File: src/rtl/kirby_pkg.sv
// kirby_pkg: shared types and constants for the Kirby input controller.
//   action_t      3-bit action encoding driven on kirby_input_ctrl.action
//   KEY_*         HID keycodes the controller reacts to
//   DEF_*         default step sizes and jump length
//   sanitize_key  maps any keycode the controller does not use to KEY_NONE
package kirby_pkg;

    typedef enum logic [2:0] {
        ActIdle   = 3'd0,
        ActWalk   = 3'd1,
        ActJump   = 3'd2,
        ActFall   = 3'd3,
        ActFloat  = 3'd4,
        ActInhale = 3'd5
    } action_t;

    localparam logic [7:0] KEY_NONE = 8'h00;
    localparam logic [7:0] KEY_A    = 8'h04;
    localparam logic [7:0] KEY_D    = 8'h07;
    localparam logic [7:0] KEY_W    = 8'h1A;
    localparam logic [7:0] KEY_S    = 8'h16;
    localparam logic [7:0] KEY_J    = 8'h0D;

    localparam logic signed [9:0] DEF_WALK_STEP   = 10'sd1;
    localparam logic signed [9:0] DEF_JUMP_STEP   = 10'sd3;
    localparam logic signed [9:0] DEF_FALL_MAX    = 10'sd4;
    localparam logic signed [9:0] DEF_FLOAT_STEP  = 10'sd1;
    localparam logic [4:0]        DEF_JUMP_FRAMES = 5'd12;

    function automatic logic [7:0] sanitize_key(input logic [7:0] code);
        logic [7:0] result;
        case (code)
            KEY_A, KEY_D, KEY_W, KEY_S, KEY_J: result = code;
            default:                           result = KEY_NONE;
        endcase
        return result;
    endfunction

endpackage

File: src/rtl/frame_tick_gen.sv
// frame_tick_gen: brings an asynchronous frame clock into the Clk domain and
// emits a one-Clk pulse per rising edge. Tick appears 3 Clk after frame_clk rises.
//   Clk        in   system clock
//   Reset_n    in   asynchronous reset, active-low
//   frame_clk  in   frame-rate clock, asynchronous to Clk
//   frame_tick out  registered one-Clk pulse per frame_clk rising edge
`timescale 1ns/1ps
module frame_tick_gen (
    input  logic Clk,
    input  logic Reset_n,
    input  logic frame_clk,
    output logic frame_tick
);

    logic [1:0] sync_q;
    logic       prev_q;
    logic       tick_q;

    always_ff @(posedge Clk or negedge Reset_n) begin
        if (!Reset_n) begin
            sync_q <= 2'b00;
            prev_q <= 1'b0;
            tick_q <= 1'b0;
        end else begin
            sync_q <= {sync_q[0], frame_clk};
            prev_q <= sync_q[1];
            tick_q <= sync_q[1] & ~prev_q;
        end
    end

    assign frame_tick = tick_q;

endmodule

File: src/rtl/kirby_input_ctrl.sv
// kirby_input_ctrl: turns the current HID keycode into per-frame motion commands
// (x_step/y_step/facing/action) for the Kirby sprite stage. State advances only
// on the Clk cycle where frame_tick is high; outputs hold between frames.
//   Clk          in   system clock
//   Reset_n      in   asynchronous reset, active-low
//   frame_clk    in   frame clock, asynchronous to Clk
//   keycode      in   current HID keycode, 8'h00 = none
//   on_ground    in   sprite stage reports Kirby resting on the floor
//   frame_tick   out  one-Clk pulse per frame
//   x_step       out  signed horizontal step for this frame
//   y_step       out  signed vertical step, positive = down
//   facing_left  out  sprite orientation
//   action       out  action_t encoding of the current action
// Build option: define KIRBY_DASH_EN to enable double-tap dash (2x walk step).
`timescale 1ns/1ps
module kirby_input_ctrl
    import kirby_pkg::*;
#(
    parameter logic signed [9:0] WALK_STEP   = DEF_WALK_STEP,
    parameter logic signed [9:0] JUMP_STEP   = DEF_JUMP_STEP,
    parameter logic [4:0]        JUMP_FRAMES = DEF_JUMP_FRAMES,
    parameter logic signed [9:0] FALL_MAX    = DEF_FALL_MAX,
    parameter logic signed [9:0] FLOAT_STEP  = DEF_FLOAT_STEP
) (
    input  logic       Clk,
    input  logic       Reset_n,
    input  logic       frame_clk,
    input  logic [7:0] keycode,
    input  logic       on_ground,
    output logic       frame_tick,
    output logic [9:0] x_step,
    output logic [9:0] y_step,
    output logic       facing_left,
    output logic [2:0] action
);

    action_t           action_q, action_d;
    logic signed [9:0] x_step_q, x_step_d;
    logic signed [9:0] y_step_q, y_step_d;
    logic              facing_q, facing_d;
    logic [4:0]        jump_cnt_q, jump_cnt_d;
    logic [7:0]        last_key_q, last_key_d;

    logic [7:0]        key;
    logic              w_edge;
    logic              go_left;
    logic              go_right;
    logic signed [9:0] walk_mag;

`ifdef KIRBY_DASH_EN
    localparam logic [3:0] DASH_WINDOW = 4'd8;

    logic       dash_q, dash_d;
    logic       armed_q, armed_d;
    logic [1:0] rel_dir_q, rel_dir_d;
    logic [3:0] gap_q, gap_d;
    logic [1:0] dir;
    logic [1:0] last_dir;
`endif

    frame_tick_gen u_frame_tick_gen (
        .Clk        (Clk),
        .Reset_n    (Reset_n),
        .frame_clk  (frame_clk),
        .frame_tick (frame_tick)
    );

    always_ff @(posedge Clk or negedge Reset_n) begin
        if (!Reset_n) begin
            action_q   <= ActIdle;
            x_step_q   <= '0;
            y_step_q   <= '0;
            facing_q   <= 1'b0;
            jump_cnt_q <= '0;
            last_key_q <= KEY_NONE;
`ifdef KIRBY_DASH_EN
            dash_q     <= 1'b0;
            armed_q    <= 1'b0;
            rel_dir_q  <= 2'b00;
            gap_q      <= '0;
`endif
        end else if (frame_tick) begin
            action_q   <= action_d;
            x_step_q   <= x_step_d;
            y_step_q   <= y_step_d;
            facing_q   <= facing_d;
            jump_cnt_q <= jump_cnt_d;
            last_key_q <= last_key_d;
`ifdef KIRBY_DASH_EN
            dash_q     <= dash_d;
            armed_q    <= armed_d;
            rel_dir_q  <= rel_dir_d;
            gap_q      <= gap_d;
`endif
        end
    end

    // Next-state for one frame; only committed when frame_tick is high.
    always_comb begin
        key        = sanitize_key(keycode);
        w_edge     = (key == KEY_W) && (last_key_q != KEY_W);
        go_left    = (key == KEY_A);
        go_right   = (key == KEY_D);
        last_key_d = key;

`ifdef KIRBY_DASH_EN
        dir       = {go_left, go_right};
        last_dir  = {last_key_q == KEY_A, last_key_q == KEY_D};
        dash_d    = dash_q;
        armed_d   = armed_q;
        rel_dir_d = rel_dir_q;
        gap_d     = gap_q;
        if (dir != 2'b00) begin
            // A fresh press dashes only if it repeats the direction just released.
            if (dir != last_dir) begin
                dash_d  = armed_q && (rel_dir_q == dir) && (gap_q <= DASH_WINDOW);
                armed_d = 1'b0;
            end
        end else begin
            dash_d = 1'b0;
            if (last_dir != 2'b00) begin
                armed_d   = 1'b1;
                rel_dir_d = last_dir;
                gap_d     = 4'd1;
            end else if (gap_q != 4'hF) begin
                gap_d = gap_q + 4'd1;
            end
        end
        if (action_q == ActInhale || key == KEY_J) begin
            dash_d  = 1'b0;
            armed_d = 1'b0;
        end
        walk_mag = dash_d ? (WALK_STEP <<< 1) : WALK_STEP;
`else
        walk_mag = WALK_STEP;
`endif

        // Horizontal steering applies everywhere except while inhaling.
        facing_d = facing_q;
        if (action_q == ActInhale) begin
            x_step_d = '0;
        end else if (go_left) begin
            x_step_d = -walk_mag;
            facing_d = 1'b1;
        end else if (go_right) begin
            x_step_d = walk_mag;
            facing_d = 1'b0;
        end else begin
            x_step_d = '0;
        end

        action_d   = action_q;
        y_step_d   = y_step_q;
        jump_cnt_d = jump_cnt_q;
        unique case (action_q)
            ActIdle, ActWalk: begin
                y_step_d = '0;
                if (!on_ground) begin
                    action_d = ActFall;
                end else if (w_edge) begin
                    action_d   = ActJump;
                    y_step_d   = -JUMP_STEP;
                    jump_cnt_d = '0;
                end else if (key == KEY_J) begin
                    action_d = ActInhale;
                end else if (go_left || go_right) begin
                    action_d = ActWalk;
                end else begin
                    action_d = ActIdle;
                end
            end
            ActJump: begin
                if (jump_cnt_q == JUMP_FRAMES - 5'd1) begin
                    action_d   = ActFall;
                    y_step_d   = '0;
                    jump_cnt_d = '0;
                end else begin
                    jump_cnt_d = jump_cnt_q + 5'd1;
                    y_step_d   = -JUMP_STEP;
                end
            end
            ActFall: begin
                // Landing takes priority over a float request in the same frame.
                if (on_ground) begin
                    action_d = ActIdle;
                    y_step_d = '0;
                end else if (w_edge) begin
                    action_d = ActFloat;
                    y_step_d = FLOAT_STEP;
                end else if (y_step_q >= FALL_MAX) begin
                    y_step_d = FALL_MAX;
                end else begin
                    y_step_d = y_step_q + 10'sd1;
                end
            end
            ActFloat: begin
                if (on_ground) begin
                    action_d = ActIdle;
                    y_step_d = '0;
                end else if (key == KEY_S) begin
                    action_d = ActFall;
                    y_step_d = '0;
                end else begin
                    y_step_d = FLOAT_STEP;
                end
            end
            ActInhale: begin
                y_step_d = '0;
                if (!on_ground) begin
                    action_d = ActFall;
                end else if (key != KEY_J) begin
                    action_d = ActIdle;
                end
            end
            default: begin
                action_d = ActIdle;
                y_step_d = '0;
            end
        endcase
    end

    assign x_step      = x_step_q;
    assign y_step      = y_step_q;
    assign facing_left = facing_q;
    assign action      = action_q;

endmodule

File: config.mk
export PLATFORM = sky130hd
export DESIGN_NAME = kirby_input_ctrl
export DESIGN_NICKNAME = d
export VERILOG_FILES = /design/src/rtl/kirby_pkg.sv /design/src/rtl/frame_tick_gen.sv /design/src/rtl/kirby_input_ctrl.sv
export SDC_FILE = /design/constraint.sdc
export NUM_CORES = 1
export LEC_CHECK = 0
export ABC_AREA = 1
export BUFFER_PORTS_ARGS = -buffer_cell sky130_fd_sc_hd__buf_2
export CAP_MARGIN = 0
export CORE_ASPECT_RATIO = 0.7
export CORE_MARGIN = 5
export CORE_UTILIZATION = 30
export DETAILED_ROUTE_END_ITERATION = 6
export PLACE_DENSITY = 0.53
export SYNTH_ARGS = -nofsm -noshare
export SYNTH_HDL_FRONTEND = slang
export SYNTH_SLANG_ARGS = --single-unit
File: constraint.sdc
create_clock -name Clk -period 2.3 [get_ports Clk]
set_input_delay 0.69 -clock Clk [delete_from_list [all_inputs] [get_ports Clk]]
set_output_delay 0.69 -clock Clk [all_outputs]
set_load 0.02 [all_outputs]
# Yosys cells after proc, flatten, opt, wreduce, memory -nomap -nowiden

Index checks and enable logic that the tools add are counted.

Bits in registers: 41
Input port bits: 12
Word-level logic and storage cells: 80

Add/sub/neg operators: 2
Order comparisons: 1
Equal/unequal tests: 24
Muxes and demuxes: 31
Bitwise operators: 3
Reduce and logical (&&, ||, !) cells: 10

Operators by type and width:

| operator                | number |
|---|---|
| $mux W10                | 8 |
| $pmux W10 S4            | 1 |
| $eq A8 B3 Y1 const B    | 4 |
| $eq A8 B5 Y1 const B    | 4 |
| $mux W3                 | 10 |
| $eq A8 B4 Y1 const B    | 2 |
| $mux W5                 | 3 |
| $pmux W3 S5             | 1 |
| $add A10 B2 Y10 const B | 1 |
| $ge A10 B4 Y1 const B   | 1 |
| $pmux W5 S2             | 1 |
| $mux W8                 | 1 |
| $ne A8 B4 Y1 const B    | 1 |
| $ne A8 B5 Y1 const B    | 1 |
| $eq A3 B2 Y1 const B    | 2 |
| $eq A3 B3 Y1 const B    | 2 |
| $mux W1                 | 6 |
| $ne A2 B2 Y1 const B    | 3 |
| $ne A3 B3 Y1 const B    | 2 |
| $add A5 B1 Y5 const B   | 1 |
| $eq A5 B4 Y1 const B    | 1 |
| $reduce_and A5 Y1       | 1 |
| $reduce_or A5 Y1        | 1 |
| $reduce_and A4 Y1       | 1 |
| other kinds (10)        | 12 |

# Longest topological paths before layout

Gate-level depths: netlist (run 1).

Depth in word-level cells: 10
Mapped depth: 11
Depth with buffers taken out: 11

# Hierarchy

A second synthesis (run 1) with hierarchy kept.

Cell total of the unflattened synthesis: 265
Area total of the unflattened synthesis: 1935.6 um2

Modules (own cells, without submodules):

| module           | instances | cells an instance | area each (um2) | seq. area each (um2) |
|---|---|---|---|---|
| kirby_input_ctrl | 1         | 259               | 1825.5          | 725.7 |
| frame_tick_gen   | 1         | 6                 | 110.1           | 100.1 |

# Worst setup path after synthesis (run 1)

No wires, ideal clock.

Path type: input-to-reg
Start: input keycode[6]
End: register jump_cnt_q[3]
Library setup time: 118 ps
Arrival: 1537 ps
Data required time: 2182 ps
Path slack: 645 ps
Stages on the path: 8
Path through: nor2_1 nand2_1 nor2_4 nand2_4 o21ai_4 nand2_4 nand2_1 o21ai_2

Longest elaborated chain between the ends: 7
Elaborated cells between the ends (all ways): 11
Classes of those cells: 7 x eq/ne; 1 x mux; 3 x reduce/logical

RTL lines:

| what                                 | RTL line                | source |
|---|---|---|
| start: declaration                   | kirby_input_ctrl.sv:28  | `input logic [7:0] keycode,` |
| $eq A8 B3 Y1 (tied with other cells) | kirby_pkg.sv:32         | `case (code)` |
| $reduce_or A5 Y1                     | kirby_pkg.sv:32         |  |
| $mux W8 (*)                          | kirby_pkg.sv:32         |  |
| $eq A8 B5 Y1 (*)                     | kirby_input_ctrl.sv:101 | `w_edge = (key == KEY_W) && (last_key_q != KEY_W);` |
| $logic_and A1 B1 Y1 (*)              | kirby_input_ctrl.sv:101 |  |
| $ne A2 B2 Y1 (no line) (*)           | n/a                     |  |
| $reduce_and A4 Y1 (no line) (*)      | n/a                     |  |
| end signal: assignment               | kirby_input_ctrl.sv:87  | `jump_cnt_q <= jump_cnt_d;` |
| end: declaration                     | kirby_input_ctrl.sv:41  | `logic [4:0] jump_cnt_q, jump_cnt_d;` |

Mark *: on every way between the ends. The rest lies on a longest branch, timed or not.
A chain may end at the register's enable or synchronous reset.

# Final worst setup path (run 1)

Start: register action_q[2], in the netlist action[2]
End: output action[2]

RTL lines:

| what                     | RTL line               | source |
|---|---|---|
| start: declaration       | kirby_input_ctrl.sv:37 | `action_t action_q, action_d;` |
| start signal: assignment | kirby_input_ctrl.sv:70 | `action_q <= ActIdle;` |
| start signal: assignment | kirby_input_ctrl.sv:83 | `action_q <= action_d;` |
| end: declaration         | kirby_input_ctrl.sv:34 | `output logic [2:0] action` |

No word-level cell between the ends.

==> results.ini, run 1 <==
[outcome]
status = finished clean

[floorplan]
core_um2 = 6756
die_y_um = 79.83
start_util_pct = 30.93
die-area_um2 = 8761
die_w_um = 109.8
rows = 25
io_pins = 37

[cts]
cts_buffers = 5
clk_latency_ps = 280
cts_htree_levels = 2
cts_setup_buffers = 0
cts_resized = 0
clkTransAtPathRegs_ps = 80
ctsRootBufferMaster = clkbuf_8
cts_sinks = 33
cts_tree = built
clk_path_buf_depth = 2
holdBufCountCts = 0

[synth]
ys_ff_latch = 33
synth_flop_cell = dfrtp_1
synth_edf_count = 0
synth_nets = 305
synth_largest_area_cell = dfrtp_1
seq_area_frac_synth_pct = 39.52
synthTopCellsByArea = dfrtp_1 40%, nand2_1 16%, nor2_1 7.0%
synthArstFlopShare_pct = 100.0
synth_common_cells = 91 x nand2_1, 39 x nor2_1, 33 x dfrtp_1, 23 x nand3_1, 22 x inv_1
syn_avg_cell_area_um2 = 7.205
yosysMostFrequentCell = nand2_1
synth_cells = 290
synth_top_area_share_pct = 39.52
synth_warnings = 0
synth_cell_types = 34
synth_area_um2 = 2090

[global_routing]
grt_pass1_wl_mm = 8.445
grtUsageTotal_pct = 12.17
overflow = 0
grt_pass1_vias = 1818
grt_max_degree = 34
antenna_found_initial = 0

[power_and_ir_drop]
peakVddDrop_mv = 0.3087
power.share.clock_pct = 23.2
switching_share_pct = 43.77
seqPwrFrac_pct = 38.0
p_leak_uw = 0.001227
p_switching_uw = 1053
comb_power_share_pct = 38.8
internal_power_uw = 1353
powerDensity_nw_per_um2 = 991.5

[detailed_routing]
via_count = 1897
routedWlPerCell_um = 11.92
drc = 0
dr.pass1.iters = 4
viasPerCell = 4.549
routed_wl_mm = 4.970
drt_iter0_drc = 145
postRouteAntennaNets = 0

[timing]
setup_viol = 0
fin_crit_sh_pct = 76.85
worstMarginPinSlew_ps = 750.2
max_freq_mhz = 565.8
period_needed_ps = 1767
finalHoldViolCount = 0
slew-limit-headroom_pct = 49.99
fin_ws_ps = 532.5
rsz0062_at_grt = no
final.setup_skew_ps = 7.755
drv_slew = 0
setup_tns_ps = 0

[cells_and_area]
fillers = 728
stdcell_area_um2 = 2427
fin_util_pct = 35.93
final_nets = 337
n_antenna_cell = 0
instances_no_fill = 417
drive_gt1_share_pct = 22.29
layout-area-overhead-vs-synth_pct = 16.17

[setup_path]
start_kind = register
path_buf_inv = 1
crit_start = action[2]$_DFFE_PN0P_
r2r_start = action[2]$_DFFE_PN0P_
crit_path_max_fanout = 9
cp.required_ps = 1610
cp_data_arrival_time_ps = 1080
worstSetupEndpointType = primary output
slowest_delay_ps = 560
cp_top_family = flip-flops
path_class = reg -> out
crit_chain = buf_2
slowest_stage = dfrtp_1

[placement]
dp.cells = 409
place_hpwl_mm = 3.853
place_area_um2 = 2312
place_ws_ps = 357.3
place_congestion = 0.8430
io_buffers = 36

[min_path]
hp-start = u_frame_tick_gen.sync_q[0]$_DFF_PN0_
worstHoldPathType = reg -> reg

[run]
drv_cap = 0

## cells by family (layout without fill, tap and decap cells)
group           after synthesis  after routing  synth area share (%)
simple gates                183            183                 40.30
buf+inv                      43             76                 9.700
flops                        33             33                 39.52
compound gates               24             24                 7.006
xor+xnor                      4              4                 1.677
fa+ha+maj                     3              3                 1.797
## power groups by stage
stage                     combinational (µW)  sequential, µW  clock [µW]
after CTS                                945             916         576
after global placement                   943             927           0
after floorplan                          619             973           0
after detailed placement                 941             926           0
final                                    935             914         558
after global routing                    1060             943         604
## stage by stage
| step | total power, µW | hold slack (ps) |
|---|---|---|
| final | 2407 | 354.8 |
| after global routing | 2612 | 360.9 |
| after CTS | 2437 | 358.3 |
| after detailed placement | 1867 | 339.5 |
| after global placement | 1870 | 332.8 |
| after floorplan | 1592 | 331.2 |
## sequential cells by signal, indices dropped and copies added (netlist names)
name,cells
last_key_q,8
x_step,2
u_frame_tick_gen.sync_q,2
u_frame_tick_gen.prev_q,1
action,3
facing_left,1
jump_cnt_q,5
y_step,10
u_frame_tick_gen.frame_tick,1
## routing by layer
layer,vias to the layer above,track usage [%],wire length [µm]
met5,-,0,0
met4,0,2.989,29
met3,2,2.910,402
met2,60,18.45,2059
met1,854,17.34,2478
li1,981,-,-
## cell usage in the layout, fill, tap and decap left out, types with 4 or more instances in the layout
cell type,count
buf_2,36
clkbuf_8,5
dfrtp_1,33
inv_1,22
inv_2,7
nand2_1,91
nand2_2,4
nand3_1,23
nand4_1,10
nor2_1,39
o21ai_0,8
o21ai_1,7
## worst paths after layout
kind,to,slack (ps),cells past startpoint
setup / recovery,action[2],530,1
setup reg to reg,y_step[2]$_DFFE_PN0P_,700,5
min in group asynchronous,action[0]$_DFFE_PN0P_,470,1
hold reg to reg,u_frame_tick_gen.sync_q[1]$_DFF_PN0_,350,0
hold / removal,u_frame_tick_gen.sync_q[1]$_DFF_PN0_,350,0
max in group asynchronous,facing_left$_DFFE_PN0P_,1350,1
## layout make-up
class	count	area, µm²	area share (%)
Tap cell	94	117.6	4.845
Multi-Input combinational cell	214	1061	43.71
Timing Repair Buffer	38	195.2	8.041
Inverter	30	112.6	4.639
Sequential cell	33	825.8	34.02
Clock buffer	5	68.82	2.835
Clock inverter	3	46.29	1.907
(Power assumes the default switching activity.)
==> run 2, diff against run 1 <==
clock period = 1.66 ns   (was 2.3 ns; I/O delays follow)
==> results.ini, run 2 (same netlist as run 1, synthesis figures left out) <==
[cells_and_area]
multi_input_area_um2 = 1069
fillers = 729
largest_reg_flops = 10
layout-area-overhead-vs-synth_pct = 22.99
final_nets = 355
n_antenna_cell = 0
layout_common_cells = 91 x nand2_1, 39 x nor2_1, 36 x buf_2
final_common_cell = nand2_1
fin_util_pct = 38.04
drive_gt1_share_pct = 26.98
regArea_um2 = 825.8

[floorplan]
start_util_pct = 30.93
core_um2 = 6756
die-area_um2 = 8761
io_pins = 37
die_y_um = 79.83
rows = 25
die_w_um = 109.8

[run]
drv_cap = 0

[placement]
place_congestion = 0.8299
place_hpwl_mm = 4.039
io_buffers = 36

[cts]
holdBufCountCts = 0
clk_latency_ps = 290
cts_sinks = 33
clkTransAtPathRegs_ps = 70
ctsRootBufferMaster = clkbuf_8
cts_buffers = 5
cts_htree_levels = 2
clk_path_buf_depth = 2
cts_tree = built

[detailed_routing]
postRouteAntennaNets = 0
drt_iter0_drc = 64
via_count = 1930
viasPerCell = 4.437
dr.pass1.iters = 4
routedWlPerCell_um = 11.59
drc = 0
routed_wl_mm = 5.040

[timing]
final.setup_skew_ps = 5.830
holdWs_ps = 222.2
worstMarginPinSlew_ps = 426.0
drv_slew = 0
slew-limit-headroom_pct = 71.60
rsz0062_at_grt = no
period_needed_ps = 1601
finalHoldViolCount = 0
max_freq_mhz = 624.5
fin_crit_sh_pct = 96.46
setup_viol = 0

[setup_path]
slowest_delay_ps = 570
start_kind = register
cp_data_arrival_time_ps = 1100
path_buf_inv = 1
cp_top_family = flip-flops
crit_start = action[2]$_DFFE_PN0P_
path_class = reg -> out
reg2reg_depth = 9
r2r_start = action[2]$_DFFE_PN0P_
crit_path_max_fanout = 9
worstSetupEndpointType = primary output
cp.required_ps = 1160
path_depth = 1
slowest_stage = dfrtp_1
crit_chain = buf_2

[outcome]
status = finished clean

[global_routing]
grtUsageTotal_pct = 12.49
grt_pass1_vias = 1873
grt_max_degree = 34
overflow = 0
antenna_found_initial = 0
grt_pass1_wl_mm = 8.749

[power_and_ir_drop]
p_leak_uw = 0.001313
powerDensity_nw_per_um2 = 1342
peakVddDrop_mv = 0.3815

[min_path]
worstHoldPathType = in -> async

==> run 2: what timing repair did <==
action | in CTS | in global routing
gates resized for setup | 0 | 3
buffers inserted | 0 | 1
endpoints found under the setup margin | 0 | 4
==> run 2: final timing paths <==
| path | endpoint | slack, ps |
|---|---|---|
| hold reg to reg | u_frame_tick_gen.sync_q[1]$_DFF_PN0_ | 350 |
| max in group asynchronous | facing_left$_DFFE_PN0P_ | 1130 |
| setup / recovery | action[2] | 60 |
| setup reg to reg | action[2]$_DFFE_PN0P_ | 180 |
| hold / removal | action[0]$_DFFE_PN0P_ | 220 |
| min in group Clk | u_frame_tick_gen.sync_q[0]$_DFF_PN0_ | 310 |
==> run 2: layout make-up <==
cell class	count	share of cell area, %
Tap cell	94	4.576
Inverter	30	4.382
Clock inverter	3	1.801
Sequential cell	33	32.13
Clock buffer	5	2.678
Timing Repair Buffer	56	12.85
Multi-Input combinational cell	214	41.58
==> run 2: metal layers <==
metal	track usage [%]	part of all wire (%)
met1	18.50	54
met2	17.66	40
met3	3.314	5.0
met4	3.362	0.48
met5	0	0
==> run 2: power by group <==
part | total [µW] | internal [µW] | switching [µW]
sequential | 1250 | 984 | 270
combinational | 1420 | 526 | 895
clock | 775 | 449 | 325
total | 3450 | 1960 | 1490
==> run 2: worst register-to-register path, stage by stage (launching register included) <==
cell     delay (ps)
dfrtp_1         510
nor3_4          320
nand2_2         120
inv_2            70
nor2_1           40
nand2_2          90
inv_2            40
nand3_2          80
nand2_1          60
nand2_1          70
==> run 2: metrics by stage <==
step / instance area (µm²) / total power (µW) / std cells / worst slack (ps) / TNS, ps
2_1_floorplan: 2090 / 2205 / 290 / 184.8 / 0
3_3_place_gp: 2440 / 2674 / 426 / -165.7 / -772.2
3_5_place_dp: 2440 / 2678 / 426 / -165.1 / -699.4
4_1_cts: 2555 / 3471 / 434 / 51.86 / 0
5_1_grt: 2570 / 3737 / 435 / 11.23 / 0
6_report: 2570 / 3449 / 435 / 58.70 / 0
==> run 3, diff against run 2 <==
BUFFER_PORTS_ARGS = -buffer_cell sky130_fd_sc_hd__buf_4   (was -buffer_cell sky130_fd_sc_hd__buf_2)
==> results.ini, run 3 (same netlist as run 1, synthesis figures left out) <==
[timing]
period_needed_ps = 1574
rsz0062_at_grt = no
finalHoldViolCount = 0
drv_slew = 0
setup_viol = 0
fin_crit_sh_pct = 94.81
final.setup_skew_ps = 8.260
worstMarginPinSlew_ps = 425.1
max_freq_mhz = 635.4
slew-limit-headroom_pct = 71.66

[floorplan]
die_w_um = 109.8
rows = 25
die-area_um2 = 8761
core_um2 = 6756
io_pins = 37
start_util_pct = 30.93
die_y_um = 79.83

[placement]
io_buffers = 36
place_congestion = 0.8000
place_hpwl_mm = 3.946
place_area_um2 = 2492

[detailed_routing]
via_count = 1896
drc = 0
routed_wl_mm = 4.955
drt_iter0_drc = 71
postRouteAntennaNets = 0
viasPerCell = 4.420
dr.pass1.iters = 4
routedWlPerCell_um = 11.55

[setup_path]
cp_data_arrival_time_ps = 1080
slowest_delay_ps = 580
cp_top_family = flip-flops
crit_chain = buf_4
reg2reg_depth = 10
path_depth = 1
start_kind = register
cp.required_ps = 1160
path_class = reg -> out
crit_path_max_fanout = 9
path_buf_inv = 1
worstSetupEndpointType = primary output
slowest_stage = dfrtp_1

[global_routing]
antenna_found_initial = 0
grt_pass1_wl_mm = 8.342
grt_pass1_vias = 1754
grt_max_degree = 34
grtUsageTotal_pct = 12.19
overflow = 0

[cts]
cts_resized = 0
cts_tree = built
cts_sinks = 33
clk_path_buf_depth = 2
cts_setup_buffers = 0
clkTransAtPathRegs_ps = 80
holdBufCountCts = 0
ctsRootBufferMaster = clkbuf_8
cts_buffers = 5
clk_latency_ps = 290
cts_htree_levels = 2

[cells_and_area]
stdcell_area_um2 = 2608
final_common_cell = nand2_1
multi_input_area_um2 = 1061
n_antenna_cell = 0
fillers = 718
layout-area-overhead-vs-synth_pct = 24.79
layout_common_cells = 91 x nand2_1, 50 x buf_4, 39 x nor2_1
largest_reg_flops = 10
regArea_um2 = 825.8
final_nets = 349
drive_gt1_share_pct = 25.07

[power_and_ir_drop]
powerDensity_nw_per_um2 = 1334
peakVddDrop_mv = 0.4373
finalPower_uw = 3477
p_leak_uw = 0.001298

[run]
drv_cap = 0

[min_path]
worstHoldPathType = in -> async

[outcome]
status = finished clean

==> run 3: changes by cell type in the layout (fill, tap and decap cells not counted), sizes merged <==
cell / before / now
buf: 56 / 50
==> run 3: cell type report <==
type                       count  area share (%)
clock inverter                 3           1.775
timing repair buffer          50           14.40
inverter                      30           4.319
sequential                    33           31.67
tap                           94           4.511
multi-input combinational    214           40.69
clock buffer                   5           2.639
==> run 3: worst paths after layout <==
path                                                           start                                   end  slack (ps)
worst max-delay path                           action[2]$_DFFE_PN0P_                             action[2]          90
min in group Clk                                           frame_clk  u_frame_tick_gen.sync_q[0]$_DFF_PN0_         310
worst max register to register             jump_cnt_q[0]$_DFFE_PN0P_                 action[2]$_DFFE_PN0P_         120
worst min-delay path                                         Reset_n                 y_step[8]$_DFFE_PN0P_         150
max in group asynchronous                                    Reset_n               facing_left$_DFFE_PN0P_        1210
worst min register to register  u_frame_tick_gen.sync_q[0]$_DFF_PN0_  u_frame_tick_gen.sync_q[1]$_DFF_PN0_         360
==> run 3: power by group <==
group	total, µW	internal [µW]	switching, µW
combinational	1460	581	883
clock	763	449	314
sequential	1250	984	266
==> run 3: layer usage <==
layer / share of wire, % / up-vias / GRT usage, %
met5: 0 / - / 0
met4: 1.1 / 0 / 3.736
met3: 7.4 / 6 / 3.234
met2: 39 / 54 / 16.81
met1: 52 / 830 / 18.21
li1: - / 1006 / -
==> run 3: per-stage QoR <==
step	hold slack (ps)	setup TNS [ps]	worst slack, ps	std cells	utilization [%]
after CTS	160.4	0	73.97	429	38.59
after global routing	179.3	0	4.295	429	38.59
after global placement	333.3	-1373	-182.6	421	36.89
after detailed placement	347.2	-1751	-166.2	421	36.89
after floorplan	202.4	0	184.8	290	-
final	147.7	0	86.11	429	38.59
